### src/rtl/atm_session_ctrl.sv
// ATM card/keypad session front-end: PIN packing, authentication attempts, account lock-out, menu and eject.
// Strobe-driven with no backpressure; pin_valid, op_valid and card_eject register one cycle after their cause.
module atm_session_ctrl #(
    parameter int MAX_TRIES      = 3,
    parameter int TIMEOUT_CYCLES = 1000,
    parameter int NUM_ACCOUNTS   = 10
) (
    input  logic        clk,
    input  logic        rst,
    input  logic        card_insert,
    input  logic [3:0]  card_acc_num,
    input  logic        key_valid,
    input  logic [3:0]  key_code,
    input  logic        auth_done,
    input  logic        auth_ok,
    input  logic        op_sel_valid,
    input  logic [2:0]  op_sel,
    input  logic        txn_done,
    output logic [3:0]  acc_num,
    output logic [15:0] pin,
    output logic        pin_valid,
    output logic [2:0]  operation,
    output logic        op_valid,
    output logic        session_active,
    output logic        card_eject,
    output logic        locked_out,
    output logic [1:0]  fail_count,
    output logic [2:0]  state
);

    typedef enum logic [2:0] {
        S_IDLE   = 3'd0,
        S_PIN    = 3'd1,
        S_AUTH   = 3'd2,
        S_MENU   = 3'd3,
        S_BUSY   = 3'd4,
        S_LOCKED = 3'd5,
        S_EJECT  = 3'd6
    } state_t;

    localparam int             TW       = (TIMEOUT_CYCLES > 2) ? $clog2(TIMEOUT_CYCLES) : 1;
    localparam logic [TW-1:0]  TO_LAST  = TW'(TIMEOUT_CYCLES - 1);
    localparam logic [1:0]     TRIES    = 2'(MAX_TRIES);
    localparam logic [4:0]     NACC     = 5'(NUM_ACCOUNTS);
    localparam logic [3:0]     K_CLEAR  = 4'd10;
    localparam logic [3:0]     K_ENTER  = 4'd11;
    localparam logic [3:0]     K_CANCEL = 4'd12;
    localparam logic [2:0]     OP_EXIT  = 3'd7;

    state_t                  st;
    logic [TW-1:0]           tcnt;
    logic [2:0]              dcnt;
    logic [NUM_ACCOUNTS-1:0] lock_tbl;

    logic       card_locked;
    logic       acc_bad;
    logic       key_digit;
    logic       to_hit;
    logic [1:0] fail_next;

    // Explicit compare loop keeps the 4-bit account index inside the lock table bounds.
    always_comb begin
        card_locked = 1'b0;
        for (int i = 0; i < NUM_ACCOUNTS; i++) begin
            if (card_acc_num == 4'(i)) begin
                card_locked = lock_tbl[i];
            end
        end
    end

    assign acc_bad   = ({1'b0, card_acc_num} >= NACC) || card_locked;
    assign key_digit = (key_code < 4'd10);
    assign to_hit    = (tcnt == TO_LAST);
    assign fail_next = fail_count + 2'd1;
    assign state     = st;

    always_ff @(posedge clk or posedge rst) begin
        if (rst) begin
            st             <= S_IDLE;
            tcnt           <= '0;
            dcnt           <= '0;
            lock_tbl       <= '0;
            acc_num        <= '0;
            pin            <= '0;
            pin_valid      <= 1'b0;
            operation      <= '0;
            op_valid       <= 1'b0;
            session_active <= 1'b0;
            card_eject     <= 1'b0;
            locked_out     <= 1'b0;
            fail_count     <= '0;
        end else begin
            pin_valid  <= 1'b0;
            op_valid   <= 1'b0;
            card_eject <= 1'b0;
            locked_out <= 1'b0;
            // Idle timer only survives a cycle spent waiting in PIN_ENTRY/MENU with no strobe.
            tcnt       <= '0;

            case (st)
                S_IDLE: begin
                    if (card_insert) begin
                        acc_num <= card_acc_num;
                        if (acc_bad) begin
                            st         <= S_LOCKED;
                            locked_out <= 1'b1;
                        end else begin
                            st         <= S_PIN;
                            pin        <= '0;
                            dcnt       <= '0;
                            fail_count <= '0;
                        end
                    end
                end

                S_PIN: begin
                    if (key_valid) begin
                        if (key_digit) begin
                            if (dcnt != 3'd4) begin
                                pin  <= {pin[11:0], key_code};
                                dcnt <= dcnt + 3'd1;
                            end
                        end else if (key_code == K_CLEAR) begin
                            pin  <= '0;
                            dcnt <= '0;
                        end else if (key_code == K_ENTER) begin
                            if (dcnt == 3'd4) begin
                                pin_valid <= 1'b1;
                                st        <= S_AUTH;
                            end
                        end else if (key_code == K_CANCEL) begin
                            st         <= S_EJECT;
                            card_eject <= 1'b1;
                        end
                    end else if (to_hit) begin
                        st         <= S_EJECT;
                        card_eject <= 1'b1;
                    end else begin
                        tcnt <= tcnt + TW'(1);
                    end
                end

                S_AUTH: begin
                    if (auth_done) begin
                        if (auth_ok) begin
                            session_active <= 1'b1;
                            st             <= S_MENU;
                        end else begin
                            fail_count <= fail_next;
                            if (fail_next == TRIES) begin
                                for (int i = 0; i < NUM_ACCOUNTS; i++) begin
                                    if (acc_num == 4'(i)) begin
                                        lock_tbl[i] <= 1'b1;
                                    end
                                end
                                st         <= S_LOCKED;
                                locked_out <= 1'b1;
                            end else begin
                                st   <= S_PIN;
                                pin  <= '0;
                                dcnt <= '0;
                            end
                        end
                    end
                end

                S_MENU: begin
                    // A menu selection outranks a coincident keypad strobe.
                    if (op_sel_valid) begin
                        if (op_sel == OP_EXIT) begin
                            st         <= S_EJECT;
                            card_eject <= 1'b1;
                        end else begin
                            operation <= op_sel;
                            op_valid  <= 1'b1;
                            st        <= S_BUSY;
                        end
                    end else if (key_valid) begin
                        if (key_code == K_CANCEL) begin
                            st         <= S_EJECT;
                            card_eject <= 1'b1;
                        end
                    end else if (to_hit) begin
                        st         <= S_EJECT;
                        card_eject <= 1'b1;
                    end else begin
                        tcnt <= tcnt + TW'(1);
                    end
                end

                S_BUSY: begin
                    if (txn_done) begin
                        st <= S_MENU;
                    end
                end

                S_LOCKED: begin
                    st         <= S_EJECT;
                    card_eject <= 1'b1;
                end

                S_EJECT: begin
                    session_active <= 1'b0;
                    pin            <= '0;
                    dcnt           <= '0;
                    fail_count     <= '0;
                    operation      <= '0;
                    st             <= S_IDLE;
                end

                default: st <= S_IDLE;
            endcase
        end
    end

endmodule

### config.mk
export PLATFORM = sky130hd
export DESIGN_NAME = atm_session_ctrl
export DESIGN_NICKNAME = d
export VERILOG_FILES = /design/src/rtl/atm_session_ctrl.sv
export SDC_FILE = /design/constraint.sdc
export NUM_CORES = 1
export LEC_CHECK = 0
export CAP_MARGIN = 20
export CORE_MARGIN = 3
export CORE_UTILIZATION = 25
export DETAILED_ROUTE_END_ITERATION = 10
export MAX_ROUTING_LAYER = met4
export PLACE_DENSITY = 0.51
export SLEW_MARGIN = 20
export SYNTH_ARGS = -nofsm -noshare
export SYNTH_HDL_FRONTEND = slang
export SYNTH_SLANG_ARGS = --single-unit
### constraint.sdc
create_clock -name clk -period 2.4 [get_ports clk]
set_clock_uncertainty 0.2 [all_clocks]
set_input_delay 0.36 -clock clk [delete_from_list [all_inputs] [get_ports clk]]
set_output_delay 0.36 -clock clk [all_outputs]
set_load 0.01 [all_outputs]
Word-level counts from Yosys, hierarchy flattened
Cells that the tools add are included.
{"block": "word_totals", "reg_bits": 56, "in_bits": 19}
{"block": "classes", "add_sub_neg": 3, "n_lt_le_gt_ge": 2, "n_eq_ne": 47, "n_mux": 87, "bitwise_logic": 1, "reduce_logical": 24}
{"op": "16-bit two-way mux", "n": 9}
{"op": "3-bit two-way mux", "n": 26}
{"op": "16-bit case mux with 4 select lines", "n": 1}
{"op": "5-bit AND reduction", "n": 11}
{"op": "1-bit two-way mux", "n": 35}
{"op": "4-bit by 3-bit equality test with 1-bit output (second input constant)", "n": 8}
{"op": "10-bit two-way mux", "n": 3}
{"op": "4-bit equality test (second input constant)", "n": 7}
{"op": "2-bit != test (second input constant)", "n": 10}
{"op": "10-bit case mux with 2 select lines", "n": 1}
{"op": "3-bit case mux with 6 select lines", "n": 1}
{"op": "4-bit by 2-bit equality test with 1-bit output (second input constant)", "n": 4}
{"op": "3-bit equality test (second input constant)", "n": 5}
{"op": "3-bit != test (second input constant)", "n": 5}
{"op": "3-bit case mux with 4 select lines", "n": 1}
{"op": "10-bit by 1-bit adder with 10-bit output (second input constant)", "n": 1}
{"op": "10-bit equality test (second input constant)", "n": 1}
{"op": "2-bit two-way mux", "n": 5}
{"op": "9-bit AND reduction", "n": 1}
{"op": "4-bit by 1-bit equality test with 1-bit output (second input constant)", "n": 2}
{"op": "4-bit zero test", "n": 2}
{"op": "3-bit by 2-bit equality test with 1-bit output (second input constant)", "n": 2}
{"op": "2-bit case mux with 3 select lines", "n": 1}
{"op": "3-bit case mux with 2 select lines", "n": 1}
{"op": "other kinds (18)", "n": 21}

Longest topological paths before layout
{"block": "depth", "word_depth": 15, "depth_mapped": 8}

Worst setup path after synthesis
No wires, ideal clock.
{"block": "synth_timing", "path_type": "input port to flip-flop", "start": "input card_acc_num[0]", "end": "register pin[0]", "setup_ns": 0.079, "arrival_time_ns": 1.884, "slack_ns": 0.236, "stages": 8, "n_path_buf": 3, "cell_sequence": "clkbuf_1 > mux4_2 > nor3_2 > and4b_4 > nor3_2 > buf_6 > buf_12 > mux2i_1"}
{"block": "synth_between", "elab_chain_cells": 14, "elab_cells_between_ends": 24, "classes_between": "order compare (1); eq/ne (10); mux (10); reduce/logical (3)"}
{"element": "start, declared", "line_no": "11", "source": "input logic [3:0] card_acc_num,"}
{"element": "4-bit zero test", "line_no": "65", "source": "if (card_acc_num == 4'(i)) begin"}
{"element": "1-bit two-way mux (10 in a row)", "line_no": "65"}
{"element": "1-bit logical OR *", "line_no": "71", "source": "assign acc_bad = ({1'b0, card_acc_num} >= NACC) || card_locked;"}
{"element": "2-bit != test (no line) *"}
{"element": "9-bit AND reduction (no line) *"}
{"element": "end signal, assigned", "line_no": "120", "source": "pin <= {pin[11:0], key_code};"}
{"element": "end, declared", "line_no": "20", "source": "output logic [15:0] pin,"}
Mark *: on every way between the ends. The rest lies on a longest branch, timed or not.
A chain may end at the register's enable or synchronous reset.

Final worst setup path
{"block": "layout_timing", "start": "input card_acc_num[0]", "end": "register dcnt[2]"}
{"block": "layout_between", "elab_chain_cells": 14, "elab_cells_between_ends": 24, "classes_between": "order compare (1); eq/ne (10); mux (10); reduce/logical (3)"}
{"element": "4-bit zero test", "line_no": "65"}
{"element": "1-bit two-way mux (10 in a row)", "line_no": "65"}
{"element": "1-bit logical OR *", "line_no": "71"}
{"element": "2-bit != test (no line) *"}
{"element": "9-bit AND reduction (no line) *"}
{"element": "end signal, assigned", "line_no": "121", "source": "dcnt <= dcnt + 3'd1;"}
{"element": "end, declared", "line_no": "52", "source": "logic [2:0] dcnt;"}
Marked as above.

==> flow_metrics.tcl <==
set metrics [dict create \
    fill_cells 1094 \
    cpMaxStageDelayCell "clkdlybuf4s50_1" \
    synth_area_um2 2838 \
    hold_ws_ns 0.2412 \
    max_freq_mhz 443.6 \
    min_period_over_period_pct 93.92 \
    ys_seq_area_share_pct 49.38 \
    fin_cells 502 \
    hold_viol 0 \
    grt_pass1_vias 2365 \
    dieArea_um2 12670 \
    clockBufferDepth 2 \
    r2r_slack_ns 0.24 \
    diodes 0 \
    drt-total-wl_mm 6.890 \
    ys.flop_type "dfrtp_1" \
    ir_drop_uv 364.2 \
    synth_edf_count 0 \
    cts_buffers 5 \
    yosysWarnings 0 \
    layout_commonest_cell "dfrtp_1" \
    grt_pass1_wl_mm 11.70 \
    synth_cells 283 \
    setup-violations-final 0 \
    drt_iter0_drc 66 \
    async_flop_share_pct 100.0 \
    htreeDepth 2 \
    regToRegStartpoint "lock_tbl[5]" \
    start_util_pct 25.84 \
    status "finished, final reports clean" \
    syn_to_final_growth_pct 38.05 \
    startpoint "card_acc_num[0]" \
    ys_ff_latch 56 \
    max_slew.worst_pin.slew_ns 0.6759 \
    drive_above_1_share_pct 14.64 \
    via_count 2255 \
    layout.nets 384 \
    syn_avg_cell_area_um2 10.03 \
    rsz0062_at_grt "no" \
    cp_top_family "buffers and inverters" \
    end_kind "register" \
    yosysTopAreaCell "dfrtp_1" \
    totalPowerFinal_uw 3776 \
    critPathMaxFanout 4 \
    cts-root-buf "clkbuf_16" \
    clkLatencyLatePin_ns 0.29 \
    ios 52 \
    viasPerCell 4.492 \
    drt_pass1_iterations 4 \
    p_per_area_nw_per_um2 963.8 \
    clkSlewWorstSetupHoldPaths_ns 0.08 \
    dpl.cell_count 494 \
    p_leak_uw 0.001760 \
    hold_class "in -> async" \
    place_congestion 0.7743 \
    grt_remaining_overflow 0 \
    track_usage_pct 11.48 \
    cts_hold_buf 0 \
    crit_path_start_kind "primary input" \
    numPortBuffers 51 \
    reg2regPathDepth 5 \
    cts_num_sinks 56 \
    syn_nets 306 \
    core-area_um2 10980 \
    rr_endpoint "dcnt[2]" \
    crit_type "in -> reg" \
    drv_cap 0 \
    num_rows 38 \
    drc_errors 0 \
    hpwl_mm 4.958 \
    ys_types 49 \
    final_cell_mix "dfrtp_1, clkdlybuf4s50_1, nand2_1" \
    slowest_delay_ns 0.51 \
    grt_start_max_net_pins 57 \
    critPathRequiredTime_ns 2.38 \
    die_h_um 112.5 \
    drv_slew 0 \
    postCtsSetupBuffers 0 \
    synth_top_cell_area_share_pct 49.38 \
    wl_per_cell_um 13.73 \
    cts_tree "done" \
    antenna_found_initial 0 \
    tns_ns 0 \
    arrival_ns 2.24 \
    path_buf_inv 2 \
    crit_chain "clkdlybuf4s50_1, buf_4, mux2i_1, nand4b_1, and4b_4, o41a_1, a41o_1" \
    relSlewSlack_pct 54.64 \
    period_minus_slack_ns 2.254 \
    die_w_um 112.5 \
    antenna_left 0 \
    yosys-top-cells-area "dfrtp_1, mux2i_1, nand2_1" \
]
==> sequential cells by signal, indices dropped and copies added (netlist names) <==
| name | flops |
|---|---|
| state | 3 |
| acc_num | 4 |
| dcnt | 3 |
| locked_out | 1 |
| operation | 3 |
| pin | 16 |
| lock_tbl | 10 |
| op_valid | 1 |
| tcnt | 10 |
| card_eject | 1 |
| pin_valid | 1 |
| fail_count | 2 |
| session_active | 1 |
==> per-stage QoR <==
stage | util (%) | instance area [um^2] | setup WS (ns)
6_report | 35.67 | 3918 | 0.1458
3_3_place_gp | 33.85 | 3717 | -0.2817
5_1_grt | 35.67 | 3918 | 0.09307
2_1_floorplan | - | 2838 | 0.2362
3_5_place_dp | 33.85 | 3717 | -0.3064
4_1_cts | 35.60 | 3910 | 0.09207
==> cell usage after synthesis, types with 2 or more instances <==
| cell type | n |
|---|---|
| dfrtp_1 | 56 |
| nand2_1 | 32 |
| nor2_1 | 26 |
| inv_1 | 25 |
| mux2i_1 | 21 |
| o21ai_0 | 13 |
| nand3_1 | 9 |
| a21o_1 | 7 |
| clkbuf_1 | 7 |
| and3_1 | 6 |
| mux2_2 | 6 |
| nor3_1 | 6 |
| nor2b_1 | 5 |
| xnor2_1 | 5 |
| a31oi_1 | 4 |
| ha_1 | 4 |
| nand2b_1 | 4 |
| a22oi_1 | 3 |
| a41o_1 | 3 |
| and2_1 | 3 |
| nor3b_1 | 3 |
| xor2_1 | 3 |
| a21oi_1 | 2 |
| a31o_2 | 2 |
| nor3_2 | 2 |
| nor4b_1 | 2 |
| or3_1 | 2 |
==> layer usage <==
metal	part of all wire, %	wire length (um)	GRT usage, %
met3	3.8	263	2.318
met5	0	0	-
met2	47	3240	18.36
met4	0.62	43	1.923
met1	49	3342	15.36
==> cell families after synthesis <==
| kind of cell | synth area share, % |
|---|---|
| AND/OR/NAND/NOR | 18.83 |
| flip-flops | 49.38 |
| AO/OA/AOI/OAI | 11.46 |
| buffers and inverters | 5.511 |
| multiplexers | 10.58 |
| XOR/XNOR | 2.469 |
| adder cells (fa/ha/maj) | 1.764 |
==> worst max-delay path by stage <==
stage               slack [ns]        to  depth (start not counted)
floorplan                 0.24    pin[0]                          8
global placement         -0.28   dcnt[2]                          6
detailed placement       -0.31   dcnt[2]                          6
CTS                       0.09  state[2]                          6
global route              0.09   dcnt[2]                          7
finish                    0.15   dcnt[2]                          7
==> repair_timing <==
| item | in CTS | in global routing |
|---|---|---|
| hold endpoints to repair | 0 | 0 |
| resized for setup | 1 | 2 |
| setup endpoints to repair | 2 | 1 |
==> worst min-delay path, stage by stage <==
cell	delay, ns
clkdlybuf4s50_1	0.41
inv_2	0.07
buf_12	0.29
==> report_power, final <==
group	leakage [uW]	total (uW)	switching, uW	internal, uW
combinational	0.000911	1460	700	764
clock	0.0000944	961	358	603
sequential	0.000755	1350	210	1140
==> cell type report <==
cell class / count / area, um^2 / area share, %
sequential: 56 / 1401 / 35.77
tap: 140 / 175.2 / 4.471
inverter: 25 / 93.84 / 2.395
clock buffer: 5 / 125.1 / 3.194
clock inverter: 3 / 68.82 / 1.757
timing repair buffer: 81 / 759.5 / 19.39
multi-input combinational: 192 / 1294 / 33.02
(Power assumes the default switching activity.)
